--- config.mk ---
export PLATFORM = sky130hd
export DESIGN_NAME = imem_boot_loader
export DESIGN_NICKNAME = d
export VERILOG_FILES = /design/src/rtl/imem_boot_loader_pkg.sv /design/src/rtl/imem_boot_loader_word_assembler.sv /design/src/rtl/imem_boot_loader.sv
export SDC_FILE = /design/constraint.sdc
export NUM_CORES = 1
export LEC_CHECK = 0
export ABC_AREA = 1
export BUFFER_PORTS_ARGS = -buffer_cell sky130_fd_sc_hd__buf_2
export CAP_MARGIN = 20
export CELL_PAD_IN_SITES_DETAIL_PLACEMENT = 1
export CELL_PAD_IN_SITES_GLOBAL_PLACEMENT = 1
export CORE_MARGIN = 1
export CORE_UTILIZATION = 37
export CTS_CLUSTER_DIAMETER = 50
export DETAILED_ROUTE_END_ITERATION = 8
export GPL_TIMING_DRIVEN = 0
export PLACE_DENSITY_LB_ADDON = 0.1
export SETUP_SLACK_MARGIN = 0.4
export SKIP_LAST_GASP = 1
export SLEW_MARGIN = 20
export SYNTH_ARGS = -nofsm -noshare
export SYNTH_HDL_FRONTEND = slang
export SYNTH_HIERARCHICAL = 1
export SYNTH_SLANG_ARGS = --single-unit
export TNS_END_PERCENT = 10
--- constraint.sdc ---
create_clock -name clk -period 1.9 [get_ports clk]
set_clock_uncertainty 0.15 [all_clocks]
set_input_delay 0.19 -clock clk [delete_from_list [all_inputs] [get_ports clk]]
set_output_delay 0.19 -clock clk [all_outputs]
set_load 0.03 [all_outputs]
--- src/rtl/imem_boot_loader_pkg.sv ---
// loader_pkg: constants shared by the instruction-memory boot loader and
// its byte-to-word assembler.
//   - FSM state encodings
//   - default instruction width, bytes per stream word and frame sync marker
package loader_pkg;

   localparam logic [2:0] ST_IDLE  = 3'd0;
   localparam logic [2:0] ST_LEN   = 3'd1;
   localparam logic [2:0] ST_DATA  = 3'd2;
   localparam logic [2:0] ST_CHK   = 3'd3;
   localparam logic [2:0] ST_DONE  = 3'd4;
   localparam logic [2:0] ST_ERROR = 3'd5;

   localparam int         LOADER_INSTR_W    = 49;
   localparam int         LOADER_WORD_BYTES = 7;
   localparam logic [7:0] LOADER_SYNC_BYTE  = 8'hA5;

endpackage

--- src/rtl/imem_boot_loader_word_assembler.sv ---
// loader_word_assembler: collects WORD_BYTES little-endian bytes into one
// instruction word.
// Ports:
//   clk, reset     clock and synchronous active-high reset
//   clear          frame start; drops any partial word
//   shift_en       accept byte_in as the next byte of the current word
//   byte_in        stream byte
//   word_valid     combinational pulse: byte_in completes a word this cycle
//   word           assembled word (valid with word_valid), upper bytes beyond INSTR_W dropped
module loader_word_assembler
   import loader_pkg::*;
#(
   parameter int INSTR_W    = LOADER_INSTR_W,
   parameter int WORD_BYTES = LOADER_WORD_BYTES
) (
   input  logic               clk,
   input  logic               reset,
   input  logic               clear,
   input  logic               shift_en,
   input  logic [7:0]         byte_in,
   output logic               word_valid,
   output logic [INSTR_W-1:0] word
);

   localparam int SR_W  = (WORD_BYTES - 1) * 8;
   localparam int CNT_W = (WORD_BYTES > 1) ? $clog2(WORD_BYTES) : 1;

   logic [CNT_W-1:0]  cnt;
   logic [SR_W-1:0]   sr;
   logic [SR_W+7:0]   word_full;

   // The final byte is used straight from the input so the word is ready
   // on the same edge that accepts it.
   assign word_full  = {byte_in, sr};
   assign word_valid = shift_en && (cnt == CNT_W'(WORD_BYTES - 1));
   assign word       = INSTR_W'(word_full);

   always_ff @(posedge clk) begin
      if (reset || clear) begin
         cnt <= '0;
         sr  <= '0;
      end else if (shift_en) begin
         sr  <= word_full[SR_W+7:8];
         cnt <= word_valid ? '0 : cnt + CNT_W'(1);
      end
   end

endmodule

--- src/rtl/imem_boot_loader.sv ---
// imem_boot_loader: writes a framed byte stream into instruction memory and
// holds the CPU in reset until a complete, valid image is loaded.
// Frame: SYNC, LEN (word count), LEN*WORD_BYTES data bytes, [CHK].
// Build option: define CHECKSUM_EN to require a trailing XOR-of-data byte.
// Ports:
//   clk, reset          clock, synchronous active-high reset
//   in_valid/in_data    byte stream in; in_ready is the accept handshake
//   mem_we/addr/din     instruction memory write port (one-cycle strobe)
//   cpu_hold            1 = keep CPU in reset
//   load_done/load_err  frame accepted / frame rejected
//   words_loaded        words written in current or last frame
//
// state | meaning
// IDLE  | waiting for SYNC, other bytes dropped
// LEN   | next byte is the word count
// DATA  | assembling and writing words
// CHK   | next byte must equal XOR of data bytes (CHECKSUM_EN only)
// DONE  | image accepted, CPU released; SYNC restarts
// ERROR | frame rejected, CPU held; SYNC restarts
module imem_boot_loader
   import loader_pkg::*;
#(
   parameter int         ADDR_W     = 6,
   parameter int         INSTR_W    = LOADER_INSTR_W,
   parameter int         WORD_BYTES = LOADER_WORD_BYTES,
   parameter logic [7:0] SYNC_BYTE  = LOADER_SYNC_BYTE
) (
   input  logic               clk,
   input  logic               reset,
   input  logic               in_valid,
   input  logic [7:0]         in_data,
   output logic               in_ready,
   output logic               mem_we,
   output logic [ADDR_W-1:0]  mem_addr,
   output logic [INSTR_W-1:0] mem_din,
   output logic               cpu_hold,
   output logic               load_done,
   output logic               load_err,
   output logic [ADDR_W:0]    words_loaded
);

   logic [2:0]         state;
   logic [ADDR_W:0]    words_left;
   logic [ADDR_W-1:0]  word_addr;
   logic               accept;
   logic               frame_start;
   logic               data_shift;
   logic               len_ok;
   logic               word_valid;
   logic [INSTR_W-1:0] word;

   assign accept      = in_valid && in_ready;
   assign frame_start = accept && (in_data == SYNC_BYTE) &&
                        ((state == ST_IDLE) || (state == ST_DONE) || (state == ST_ERROR));
   assign data_shift  = accept && (state == ST_DATA);
   assign len_ok      = (in_data != 8'd0) && ({1'b0, in_data} <= 9'(2 ** ADDR_W));

   loader_word_assembler #(
      .INSTR_W    (INSTR_W),
      .WORD_BYTES (WORD_BYTES)
   ) u_asm (
      .clk        (clk),
      .reset      (reset),
      .clear      (frame_start),
      .shift_en   (data_shift),
      .byte_in    (in_data),
      .word_valid (word_valid),
      .word       (word)
   );

`ifdef CHECKSUM_EN
   logic [7:0] chk_acc;

   always_ff @(posedge clk) begin
      if (reset || frame_start) begin
         chk_acc <= '0;
      end else if (data_shift) begin
         chk_acc <= chk_acc ^ in_data;
      end
   end
`endif

   always_ff @(posedge clk) begin
      if (reset) begin
         state        <= ST_IDLE;
         in_ready     <= 1'b0;
         mem_we       <= 1'b0;
         mem_addr     <= '0;
         mem_din      <= '0;
         cpu_hold     <= 1'b1;
         load_done    <= 1'b0;
         load_err     <= 1'b0;
         words_loaded <= '0;
         words_left   <= '0;
         word_addr    <= '0;
      end else begin
         in_ready <= 1'b1;
         mem_we   <= 1'b0;

         // Word address wraps to 0 after a full 2**ADDR_W image; no write follows.
         if (word_valid) begin
            mem_we       <= 1'b1;
            mem_din      <= word;
            mem_addr     <= word_addr;
            word_addr    <= word_addr + ADDR_W'(1);
            words_loaded <= words_loaded + (ADDR_W+1)'(1);
            words_left   <= words_left - (ADDR_W+1)'(1);
         end

         if (frame_start) begin
            state        <= ST_LEN;
            cpu_hold     <= 1'b1;
            load_done    <= 1'b0;
            load_err     <= 1'b0;
            words_loaded <= '0;
         end else begin
            case (state)
               ST_IDLE: ;
               ST_LEN: begin
                  if (accept) begin
                     if (len_ok) begin
                        words_left <= (ADDR_W+1)'(in_data);
                        word_addr  <= '0;
                        state      <= ST_DATA;
                     end else begin
                        state <= ST_ERROR;
                     end
                  end
               end
               ST_DATA: begin
                  if (word_valid && (words_left == (ADDR_W+1)'(1))) begin
`ifdef CHECKSUM_EN
                     state <= ST_CHK;
`else
                     state <= ST_DONE;
`endif
                  end
               end
               ST_CHK: begin
`ifdef CHECKSUM_EN
                  if (accept) begin
                     state <= (in_data == chk_acc) ? ST_DONE : ST_ERROR;
                  end
`else
                  state <= ST_ERROR;
`endif
               end
               ST_DONE: begin
                  load_done <= 1'b1;
                  cpu_hold  <= 1'b0;
               end
               ST_ERROR: begin
                  load_err <= 1'b1;
                  cpu_hold <= 1'b1;
               end
               default: state <= ST_IDLE;
            endcase
         end
      end
   end

endmodule
==> Yosys cells after proc, flatten, opt, wreduce, memory -nomap -nowiden <==
Index checks and enable logic that the tools add are counted.
{ "word_totals": {"ff_bits": 134, "latchBits": 0, "ramBits": 0, "romBits": 0, "wordCells": 69, "mem_count": 0} }
{ "classes": {"add_sub_neg": 4, "mul": 0, "div_mod_pow": 0, "magnitude_cmp": 1, "eq_ne": 13, "shifts": 0, "muxes": 19, "n_bitwise": 1, "n_reduce_logical": 17} }
{ "op_table": {"columns": ["cell", "n"], "rows": [
  ["$mux 7", 5],
  ["$mux 6", 5],
  ["$mux 3", 4],
  ["$pmux 3 s4", 1],
  ["$eq 3x3->1 const B", 3],
  ["$eq 8x8->1 const B", 1],
  ["$le 8x7->1 const B", 1],
  ["$reduce_bool 8->1", 1],
  ["$add 7x1->7 const B", 1],
  ["$eq 7x1->1 const B", 1],
  ["$logic_and 1x1->1", 7],
  ["$sub 7x1->7 const B", 1],
  ["$add 6x1->6 const B", 1],
  ["$eq 3x2->1 const B", 2],
  ["$reduce_and 3->1", 2],
  ["$ne 2x1->1 const B", 2],
  ["$add 3x1->3 const B", 1],
  ["$eq 3x1->1 const B", 1],
  ["$logic_not 3->1", 1],
  ["$logic_or 1x1->1", 3],
  ["$mux 1", 3],
  ["$ne 3x1->1 const B", 1],
  ["$ne 3x2->1 const B", 1],
  ["$reduce_or 3->1", 1],
  ["other kinds (5)", 5]
]} }

==> Logic depth before layout (Yosys ltp) <==
Gate-level depths: netlist of the first run.
{ "depth": {"depth_word": 8, "mapped_depth": 15} }

==> Hierarchy <==
Netlist of the first run, hierarchy kept.
{ "modules_own_cells": {"columns": ["mod", "instances", "cells_per_inst", "area_per_inst_um2"], "rows": [
  ["imem_boot_loader", 1, 458, 3365.7],
  ["loader_word_assembler", 1, 235, 1921.8]
]} }

==> Worst setup path after synthesis of the first run <==
OpenSTA, ideal clock, no wires.
{ "synth_timing": {"path_kind": "register to register", "from": "register in_ready", "to": "register words_loaded[6]", "arrival_ns": 1.965, "required_time_ns": 1.680, "slack_ns": -0.285, "stages_incl_launch_ff": 12, "path_buffers": 2, "synth_period_minus_slack_ns": 2.185, "cell_sequence": "dfxtp_1 > nand2_1 > nor3_1 > buf_2 > nand3_1 > inv_1 > buf_6 > nand3_4 > nor2_4 > nand3_2 > or2_0 > a21oi_1"} }
{ "synth_between": {"elab_cells_between_ends": 6, "classes_between": "reduce/logical (6)"} }
{ "synth_rtl": {"columns": ["item", "line_no", "source"], "rows": [
  ["start, declared", "imem_boot_loader.sv:32", "output logic in_ready,"],
  ["start signal, assigned", "imem_boot_loader.sv:86", "in_ready <= 1'b0;"],
  ["start signal, assigned", "imem_boot_loader.sv:97", "in_ready <= 1'b1;"],
  ["$logic_and 1x1->1", "imem_boot_loader.sv:52", "assign accept = in_valid && in_ready;"],
  ["$logic_and 1x1->1", "imem_boot_loader.sv:55", "assign data_shift = accept && (state == ST_DATA);"],
  ["via data_shift", "imem_boot_loader.sv:47", "logic data_shift;"],
  ["$logic_and 1x1->1", "imem_boot_loader_word_assembler.sv:35", "assign word_valid = shift_en && (cnt == CNT_W'(WORD_BYTES - 1));"],
  ["via word_valid", "imem_boot_loader.sv:49", "logic word_valid;"],
  ["end signal, assigned", "imem_boot_loader.sv:106", "words_loaded <= words_loaded + (ADDR_W+1)'(1);"],
  ["end, declared", "imem_boot_loader.sv:39", "output logic [ADDR_W:0] words_loaded"]
]} }
The timed path passes the listed nets, and every way through them passes these cells.
A chain may end at the register's enable or synchronous reset.

==> Worst setup path after layout of the first run <==
{ "layout_timing": {"from": "register in_ready", "to": "register u_asm.sr[37]"} }
{ "layout_between": {"elab_chain_len": 4, "elab_cells_between_ends": 5, "classes_between": "reduce/logical (5)"} }
{ "layout_lines": {"columns": ["item", "line_no", "source"], "rows": [
  ["$logic_and 1x1->1", "imem_boot_loader.sv:52", null],
  ["$logic_and 1x1->1 (2 in a row)", "imem_boot_loader.sv:53", "assign frame_start = accept && (in_data == SYNC_BYTE) &&"],
  ["via frame_start", "imem_boot_loader.sv:46", "logic frame_start;"],
  ["$logic_or 1x1->1", "imem_boot_loader_word_assembler.sv:39", "if (reset || clear) begin"],
  ["end signal, assigned", "imem_boot_loader_word_assembler.sv:43", "sr <= word_full[SR_W+7:8];"],
  ["end, declared", "imem_boot_loader_word_assembler.sv:29", "logic [SR_W-1:0] sr;"]
]} }
The timed path passes the listed nets, and every way through them passes these cells.

==> results of run 1 <==
[flip-flops by register name, summed over array words and instances (netlist names)]
| signal | cells |
|---|---|
| cpu_hold | 1 |
| load_done | 1 |
| u_asm/sr | 48 |
| mem_addr | 6 |
| words_loaded | 7 |
| load_err | 1 |
| u_asm/cnt | 3 |
| mem_we | 1 |
| in_ready | 1 |
| word_addr | 6 |
| mem_din | 49 |
| state | 3 |
| words_left | 7 |
[final timing paths]
| path | start | end | slack [ns] | depth (start not counted) |
|---|---|---|---|---|
| min | in_data[0] | words_left[0] | 0.02 | 3 |
| max reg2reg | in_ready | u_asm/sr[37] | -0.04 | 11 |
| min reg2reg | u_asm/sr[2] | u_asm/sr[2] | 0.32 | 2 |
| max | in_ready | u_asm/sr[37] | -0.04 | 11 |
[layout make-up]
cell class | instances | area share [%]
clock inverters | 9 | 1.401
flip-flops and latches | 134 | 38.17
multi-input cells | 478 | 33.86
clock buffers | 23 | 6.917
plain buffers | 38 | 4.044
repair buffers | 109 | 9.986
inverters | 43 | 2.430
well taps | 180 | 3.193
[worst register-to-register path: cells and delay by family, from the launching register on]
family	cells	cell delay, ns
AO/OA/AOI/OAI	1	0.05
flip-flops	1	0.35
buffers and inverters	6	0.71
AND/OR/NAND/NOR	4	0.57
[cell usage after synthesis (2+ instances only)]
library cell	count	area (um^2)
sky130_fd_sc_hd__buf_2	18	90.09
sky130_fd_sc_hd__nand4_1	4	25.02
sky130_fd_sc_hd__inv_2	4	15.01
sky130_fd_sc_hd__nand2_1	159	596.8
sky130_fd_sc_hd__ha_1	6	75.07
sky130_fd_sc_hd__o21ai_0	58	290.3
sky130_fd_sc_hd__nor3_2	2	20.02
sky130_fd_sc_hd__dfxtp_1	134	2683
sky130_fd_sc_hd__nor2_1	147	551.8
sky130_fd_sc_hd__buf_6	5	56.30
sky130_fd_sc_hd__o21a_1	2	15.01
sky130_fd_sc_hd__buf_4	2	15.01
sky130_fd_sc_hd__inv_1	39	146.4
sky130_fd_sc_hd__a21oi_1	39	195.2
sky130_fd_sc_hd__nor3_1	5	25.02
sky130_fd_sc_hd__nand3_1	15	75.07
sky130_fd_sc_hd__nor2_4	2	22.52
sky130_fd_sc_hd__xor2_1	7	61.31
sky130_fd_sc_hd__clkbuf_1	13	48.80
sky130_fd_sc_hd__nand2_2	2	12.51
sky130_fd_sc_hd__a21oi_2	20	175.2
sky130_fd_sc_hd__nand3_2	3	30.03
sky130_fd_sc_hd__xnor2_1	2	17.52
[report_power, final]
group / internal [mW] / switching, mW
clock: 2.06 / 1.19
sequential: 2.81 / 0.00123
combinational: 0.0518 / 0.0990
total: 4.92 / 1.29
[repair_timing]
| action | CTS | global route |
|---|---|---|
| gates resized for setup | 38 | 46 |
| setup endpoints to repair | 131 | 131 |
| hold buffers | 11 | 0 |
| gates cloned | 1 | 1 |
| buffers inserted | 11 | 8 |
| hold endpoints to repair | 16 | 0 |
| pin swaps | 13 | 16 |
[cell families after synthesis]
group,share of synthesized area [%]
AND/OR/NAND/NOR,26.41
flip-flops,50.73
AO/OA/AOI/OAI,12.92
buffers and inverters,7.028
XOR/XNOR,1.491
adder cells (fa/ha/maj),1.420
[metal layers]
metal / GRT usage [%] / wire [um] / part of all wire [%] / vias up
met4: 8.410 / 219 / 1.4 / 0
met5: 0 / 0 / 0 / -
met2: 38.49 / 7518 / 48 / 89
li1: - / - / - / 2462
met1: 27.83 / 7209 / 46 / 2324
met3: 5.290 / 612 / 3.9 / 17
==> qor.tcl, run 1 <==
set qor(status) {finished with violations}
set qor(violations) {negative setup slack}
set qor(final_routed_wirelength_um) 15560
set qor(max_cap_viol_count) 0
set qor(drt-initial-drc-count) 105
set qor(synth_async_sr_flop_share_pct) 0
set qor(avgRoutedWirePerCell_um) 15.35
set qor(layout-area-overhead-vs-synth_pct) 33.41
set qor(path_class) {register to register}
set qor(buf_inv_on_cp) 6
set qor(slew-limit-headroom_pct) 63.79
set qor(buffer_ports.inserted) 77
set qor(timing.critical_path.required_ns) 2.06
set qor(path_clk_slew_ns) 0.05
set qor(cts_root_buffer) {sky130_fd_sc_hd__clkbuf_16}
set qor(postSynthCellCount) 693
set qor(core-area_um2) 13930
set qor(worst_path_max_delay_cell) {sky130_fd_sc_hd__dfxtp_4}
set qor(timing.critical_path.to_type) {register}
set qor(routed_via_density) 4.824
set qor(report.final.hold_viol_count) 0
set qor(multi_input_comb_area_um2) 2389
set qor(antenna_violations_before_repair) 0
set qor(worstPathArrival_ns) 2.10
set qor(clkLatencyLatePin_ns) 0.42
set qor(tns_ns) -0.5051
set qor(dpl_worst_slack_ns) -0.4717
set qor(ys_ff_latch) 134
set qor(cp_top_family) {buffers and inverters}
set qor(p_leak_nw) 3.340
set qor(finish.net_count) 838
set qor(non_filler_cells_final) 1014
set qor(power.density_nw_per_um2) 880.3
set qor(largest_net_degree_at_the_start_of_global_routing) 17
set qor(final.setup.worst_slack_ns) -0.03730
set qor(place_congestion) 0.8487
set qor(timing.hold.worst.class) {input port to register}
set qor(final.period_utilization_pct) 102.0
set qor(cts_htree_levels) 4
set qor(drtPass1Iterations) 4
set qor(max-clock-path-buffers) 2
set qor(slowest_delay_ns) 0.35
set qor(hpwl_um) 10670
set qor(postLayoutCellArea_um2) 7054
set qor(sequential_cell_area_um2) 2693
set qor(fillers) 1738
set qor(finalHoldWorstSlack_ns) 0.02339
set qor(antenna_violating_nets_post_route) 0
set qor(clkSinkCount) 134
set qor(io-pin-count) 78
set qor(synth.yosys.seq_area_share_pct) 50.73
set qor(grt_pass1_wl_um) 25500
set qor(rows) 43
set qor(average_cell_area_after_synthesis_um2) 7.630
set qor(placed_cell_area_um2) 5943
set qor(cts_buffers) 17
set qor(rsz0062_at_grt) {true}
set qor(count_of_flip_flops_with_a_built_in_enable_after_synthesis) 0
set qor(max-vdd-ir-drop_mv) 0.7675
set qor(vias) 4892
set qor(commonest_cells_after_routing_fill_and_taps_aside) {sky130_fd_sc_hd__nand2_1 (151), sky130_fd_sc_hd__nor2_1 (139), sky130_fd_sc_hd__dfxtp_1 (130), sky130_fd_sc_hd__buf_2 (92), sky130_fd_sc_hd__o21ai_0 (52)}
set qor(synth_cell_types) 28
set qor(starting_utilization_of_the_core_area_pct) 37.95
set qor(first_global_vias) 5093
set qor(ys.flop_type) {sky130_fd_sc_hd__dfxtp_1}
set qor(mappedNetlistArea_um2) 5288
set qor(period_minus_slack_ns) 1.937
set qor(postLayoutCoreUtil_pct) 50.62
set qor(clock_tree_from_tritoncts) {done}
set qor(die-height_um) 121.5
set qor(power_mw) 6.210
set qor(drv_slew) 0
set qor(worst_slew_pin_slew_ns) 0.5432
set qor(post-route-drc-count) 0
set qor(timing.fmax_mhz) 516.2
set qor(grt_usage_pct) 22.67
set qor(die_x_um) 121.5
set qor(finalSetupViolCount) 23
set qor(floorplan.die_area_um2) 14770
set qor(final_layout_size_suffix_gt1_share_pct) 27.58
set qor(dp.cells) 950
set qor(diodes) 0
set qor(sequence_of_cells_on_the_critical_path) {nand2_4 -> buf_4 -> inv_1 -> nand3_1 -> or2_2 -> inv_1 -> nor2_4 -> inv_2 -> buf_6 -> buf_6 -> a21oi_2}
set qor(final_common_cell) {sky130_fd_sc_hd__nand2_1}
set qor(startpoint_type) {register}
set qor(critPathMaxFanout) 10
set qor(grt_overflow_total) 0
set qor(synth-warning-count) 6
set qor(mappedNetlistNets) 710
Note: power is estimated with default switching activity, not from simulation.
==> run 2: changes to the inputs <==
--- a/config.mk
+++ b/config.mk
@@ -5,13 +5,12 @@
 export SDC_FILE = /design/constraint.sdc
 export NUM_CORES = 1
 export LEC_CHECK = 0
-export ABC_AREA = 1
 export BUFFER_PORTS_ARGS = -buffer_cell sky130_fd_sc_hd__buf_2
 export CAP_MARGIN = 20
 export CELL_PAD_IN_SITES_DETAIL_PLACEMENT = 1
 export CELL_PAD_IN_SITES_GLOBAL_PLACEMENT = 1
 export CORE_MARGIN = 1
-export CORE_UTILIZATION = 37
+export CORE_UTILIZATION = 40
 export CTS_CLUSTER_DIAMETER = 50
 export DETAILED_ROUTE_END_ITERATION = 8
 export GPL_TIMING_DRIVEN = 0
==> run 2 against run 1 <==
Net effect:
- the flow still finishes with violations (negative setup slack)
- final cell count fell by 19%
- area after synthesis grew 0.24%
- register-to-register slack got worse by 0.43 ns
- power increased by 6.5%
- routed wire length fell by 6.4%
- largest power group unchanged
==> qor.tcl, run 2 <==
set qor(post-route-drc-count) 0 ;# unchanged
set qor(avgRoutedWirePerCell_um) 17.74 ;# +16%
set qor(synth_area_leaders) {sky130_fd_sc_hd__dfxtp_1 (51%), sky130_fd_sc_hd__mux2i_1 (20%), sky130_fd_sc_hd__nor2_1 (8.9%)}
set qor(crit_path_end) {words_left[3]}
set qor(cts_htree_levels) 4 ;# unchanged
set qor(hpwl_um) 9256 ;# -13%
set qor(final_common_cell) {sky130_fd_sc_hd__dfxtp_1}
set qor(vias) 4127 ;# -16%
set qor(cts_buffers) 17 ;# unchanged
set qor(count_of_flip_flops_with_a_built_in_enable_after_synthesis) 0 ;# unchanged
set qor(yosys.area.top_type_share_pct) 50.61 ;# -0.12 points
set qor(most_flop_heavy_register) {mem_din}
set qor(worstPathArrival_ns) 2.56 ;# +0.46 ns
set qor(clock_tree_from_tritoncts) {done}
set qor(power.density_nw_per_um2) 940.2 ;# +6.8%
set qor(floorplan.die_area_um2) 13710 ;# -7.2%
set qor(top_regs) {mem_din (49), u_asm/sr (48)}
set qor(finish.net_count) 653 ;# -22%
set qor(startpoint_type) {register}
set qor(fillers) 1400 ;# -19%
set qor(die_x_um) 117.1 ;# -3.6%
set qor(finalHoldWorstSlack_ns) 0.03587 ;# +0.01248 ns
set qor(non_filler_cells_final) 821 ;# -19%
set qor(synth_area_leader_cell) {sky130_fd_sc_hd__dfxtp_1}
set qor(final.period_utilization_pct) 124.6 ;# +23 points
set qor(layout-area-overhead-vs-synth_pct) 32.72
set qor(routed_via_density) 5.027 ;# +4.2%
set qor(clkSinkCount) 134 ;# unchanged
set qor(most_common_cell_in_the_netlist) {sky130_fd_sc_hd__dfxtp_1}
set qor(grt_usage_pct) 21.69 ;# -0.98 points
set qor(starting_utilization_of_the_core_area_pct) 41.49 ;# +3.5 points
set qor(status) {finished with violations}
set qor(io-pin-count) 78 ;# unchanged
set qor(adder_cell_area_share_of_the_yosys_netlist_pct) 1.416 ;# -0.0034 points
set qor(synth.yosys.seq_area_share_pct) 50.61 ;# -0.12 points
set qor(period_minus_slack_ns) 2.368 ;# +0.4303 ns
set qor(sequential_cell_area_um2) 2685 ;# -0.28%
set qor(core-area_um2) 12770 ;# -8.3%
set qor(final_routed_wirelength_um) 14570 ;# -6.4%
set qor(critPathLaunch) {state[1]}
set qor(dp.cells) 767 ;# -19%
set qor(largest_net_degree_at_the_start_of_global_routing) 17 ;# unchanged
set qor(timing.critical_path.to_type) {register}
set qor(violations) {negative setup slack}
set qor(combinational_family_with_the_most_area_after_synthesis) {multiplexers}
set qor(worst_hold_path.num_cells) 3 ;# unchanged
set qor(diodes) 0 ;# unchanged
set qor(place_congestion) 0.7410 ;# -13%
set qor(mappedNetlistArea_um2) 5300 ;# +0.24%
set qor(ys_ff_latch) 134 ;# unchanged
set qor(multi_input_comb_area_um2) 2435 ;# +1.9%
set qor(p_leak_nw) 2.702 ;# -19%
set qor(simple_logic_cell_fraction_of_the_synthesized_area_pct) 15.86 ;# -11 points
set qor(mappedNetlistNets) 535 ;# -25%
set qor(max_cap_viol_count) 0 ;# unchanged
set qor(ys.flop_type) {sky130_fd_sc_hd__dfxtp_1}
set qor(average_cell_area_after_synthesis_um2) 10.23 ;# +34%
set qor(drtPass1Iterations) 4 ;# unchanged
set qor(slew-limit-headroom_pct) 48.73 ;# -15 points
set qor(power_mw) 6.613 ;# +6.5%
set qor(antenna_violating_nets_post_route) 0 ;# unchanged
set qor(synth_async_sr_flop_share_pct) 0 ;# unchanged
set qor(synth-warning-count) 6 ;# unchanged
set qor(report.final.hold_viol_count) 0 ;# unchanged
set qor(clkLatencyLatePin_ns) 0.42 ;# about the same
set qor(drv_slew) 0 ;# unchanged
set qor(grt_pass1_wl_um) 22010 ;# -14%
set qor(cts_root_buffer) {sky130_fd_sc_hd__clkbuf_16}
set qor(finalSetupViolCount) 108 ;# +370%
set qor(max-clock-path-buffers) 2 ;# unchanged
set qor(largest_register_ff_count) 49 ;# unchanged
set qor(die-height_um) 117.1 ;# -3.6%
set qor(timing.critical_path.required_ns) 2.10 ;# +0.04 ns
set qor(commonest_cells_after_routing_fill_and_taps_aside) {sky130_fd_sc_hd__dfxtp_1 (132), sky130_fd_sc_hd__nor2_1 (125), sky130_fd_sc_hd__mux2i_1 (104), sky130_fd_sc_hd__buf_2 (79), sky130_fd_sc_hd__clkbuf_16 (23)}
set qor(timing.rr.start) {state[1]}
set qor(rsz0062_at_grt) {true}
set qor(first_global_vias) 4108 ;# -19%
set qor(synth_cell_types) 45 ;# +61%
set qor(antenna_violations_before_repair) 0 ;# unchanged
set qor(rrSetupSlack_ns) -0.47 ;# -0.43 ns
set qor(synth.cells.most_frequent) {sky130_fd_sc_hd__dfxtp_1 (134), sky130_fd_sc_hd__nor2_1 (126), sky130_fd_sc_hd__mux2i_1 (108)}
set qor(critPathMaxFanout) 8 ;# -2
set qor(reg2reg_path_depth) 11 ;# unchanged
set qor(synth_compound_gate_area_share_pct) 3.824 ;# -9.1 points
set qor(synthMuxAreaShare_pct) 20.40 ;# +20 points
set qor(timing.hold.worst.class) {input port to register}
set qor(path_class) {register to register}
set qor(drt-initial-drc-count) 200 ;# +90%
set qor(rows) 41 ;# -4.7%
set qor(buffer_ports.inserted) 77 ;# unchanged
set qor(max-vdd-ir-drop_mv) 0.5696 ;# -26%
set qor(grt_overflow_total) 0 ;# unchanged
set qor(postSynthCellCount) 518 ;# -25%
set qor(final.setup.worst_slack_ns) -0.4676 ;# -0.4303 ns
set qor(worst_slew_pin_slew_ns) 0.7675 ;# +0.2243 ns
set qor(final_layout_size_suffix_gt1_share_pct) 26.35 ;# -1.2 points
set qor(r2r_end) {words_left[3]}
set qor(timing.fmax_mhz) 422.4 ;# -18%
set qor(synthXorXnorAreaFrac_pct) 2.809 ;# +1.3 points
set qor(path_clk_slew_ns) 0.06 ;# about the same
==> run 2: changes by cell type in the layout (fill, tap and decap cells not counted), sizes merged, moves of 5 or more <==
cell,before,now
nand2,161,10
mux2i,0,108
o21ai,58,4
a21oi,59,8
inv,43,6
nor2,149,126
buf,127,111
nand3,19,4
nor3,7,14
a211oi,0,5
nor4,0,5
xnor2,2,7
==> run 2: worst min-delay path by stage <==
stage / startpoint / endpoint / slack, ns
after floorplan: in_data[0] / u_asm/sr[40] / 0.19
after global placement: load_err / load_err / 0.30
after detailed placement: cpu_hold / cpu_hold / 0.31
after CTS: in_data[0] / u_asm/sr[40] / 0.02
after global routing: in_data[0] / u_asm/sr[40] / 0.05
final: in_data[0] / u_asm/sr[40] / 0.04
==> run 2: cell type report <==
| cell class | instances | share of cell area (%) |
|---|---|---|
| flip-flops and latches | 134 | 38.17 |
| clock buffers | 20 | 6.492 |
| multi-input cells | 346 | 34.61 |
| repair buffers | 99 | 9.321 |
| inverters | 5 | 0.2668 |
| well taps | 172 | 3.059 |
| plain buffers | 33 | 5.247 |
| clock inverters | 12 | 2.828 |
==> run 2: timing repair <==
item                                   4_1_cts  5_1_grt
endpoints found under the hold margin       10        0
resized for setup                           17       11
gates cloned                                 0        5
hold buffers                                 7        0
setup endpoints to repair                  132      133
pin swaps                                    3        1
setup buffers                                7        3
==> run 2: cell families after synthesis <==
kind of cell / Yosys count
and+or+nand+nor: 185
DFF: 134
muxes: 108
buffers and inverters: 38
AOI/OAI and AO/OA: 30
xor gates and xnor gates: 17
adders and majority gates: 6
==> run 2: routing by layer <==
| metal | up-vias | GRT usage, % | part of all wire [%] |
|---|---|---|---|
| met5 | - | 0 | 0 |
| met4 | 0 | 9.114 | 1.6 |
| met3 | 20 | 4.789 | 3.3 |
| met2 | 79 | 35.86 | 49 |
| met1 | 2013 | 27.38 | 46 |
| li1 | 2015 | - | - |
==> run 2: where the power goes <==
| group | switching (mW) | leakage [nW] | internal (mW) | total, mW |
|---|---|---|---|---|
| Sequential | 0.00108 | 1.08 | 2.81 | 2.81 |
| Combinational | 0.0955 | 1.30 | 0.0486 | 0.144 |
| Clock | 1.26 | 0.320 | 2.40 | 3.66 |
==> run 2: critical path, cell delays in order (launching register included) <==
cell                        delay (ns)
sky130_fd_sc_hd__dfxtp_2          0.34
sky130_fd_sc_hd__buf_6            0.09
sky130_fd_sc_hd__or3b_4           0.39
sky130_fd_sc_hd__nor2_4           0.09
sky130_fd_sc_hd__buf_6            0.10
sky130_fd_sc_hd__and3_4           0.18
sky130_fd_sc_hd__clkbuf_16        0.14
sky130_fd_sc_hd__nor4b_4          0.24
sky130_fd_sc_hd__buf_4            0.16
sky130_fd_sc_hd__xor2_1           0.15
sky130_fd_sc_hd__o31ai_1          0.09
sky130_fd_sc_hd__a21oi_1          0.16
==> run 2: metrics by stage <==
stage          setup TNS [ns]  utilization, %  cell area, um^2  setup slack [ns]
2_1_floorplan          -25.35               -             5380           -0.4018
3_3_place_gp           -51.92           46.82             5981           -0.7176
3_5_place_dp           -53.88           46.82             5981           -0.7446
4_1_cts                -24.15           53.56             6842           -0.3648
5_1_grt                -38.33           55.07             7034           -0.5736
6_report               -28.93           55.07             7034           -0.4676
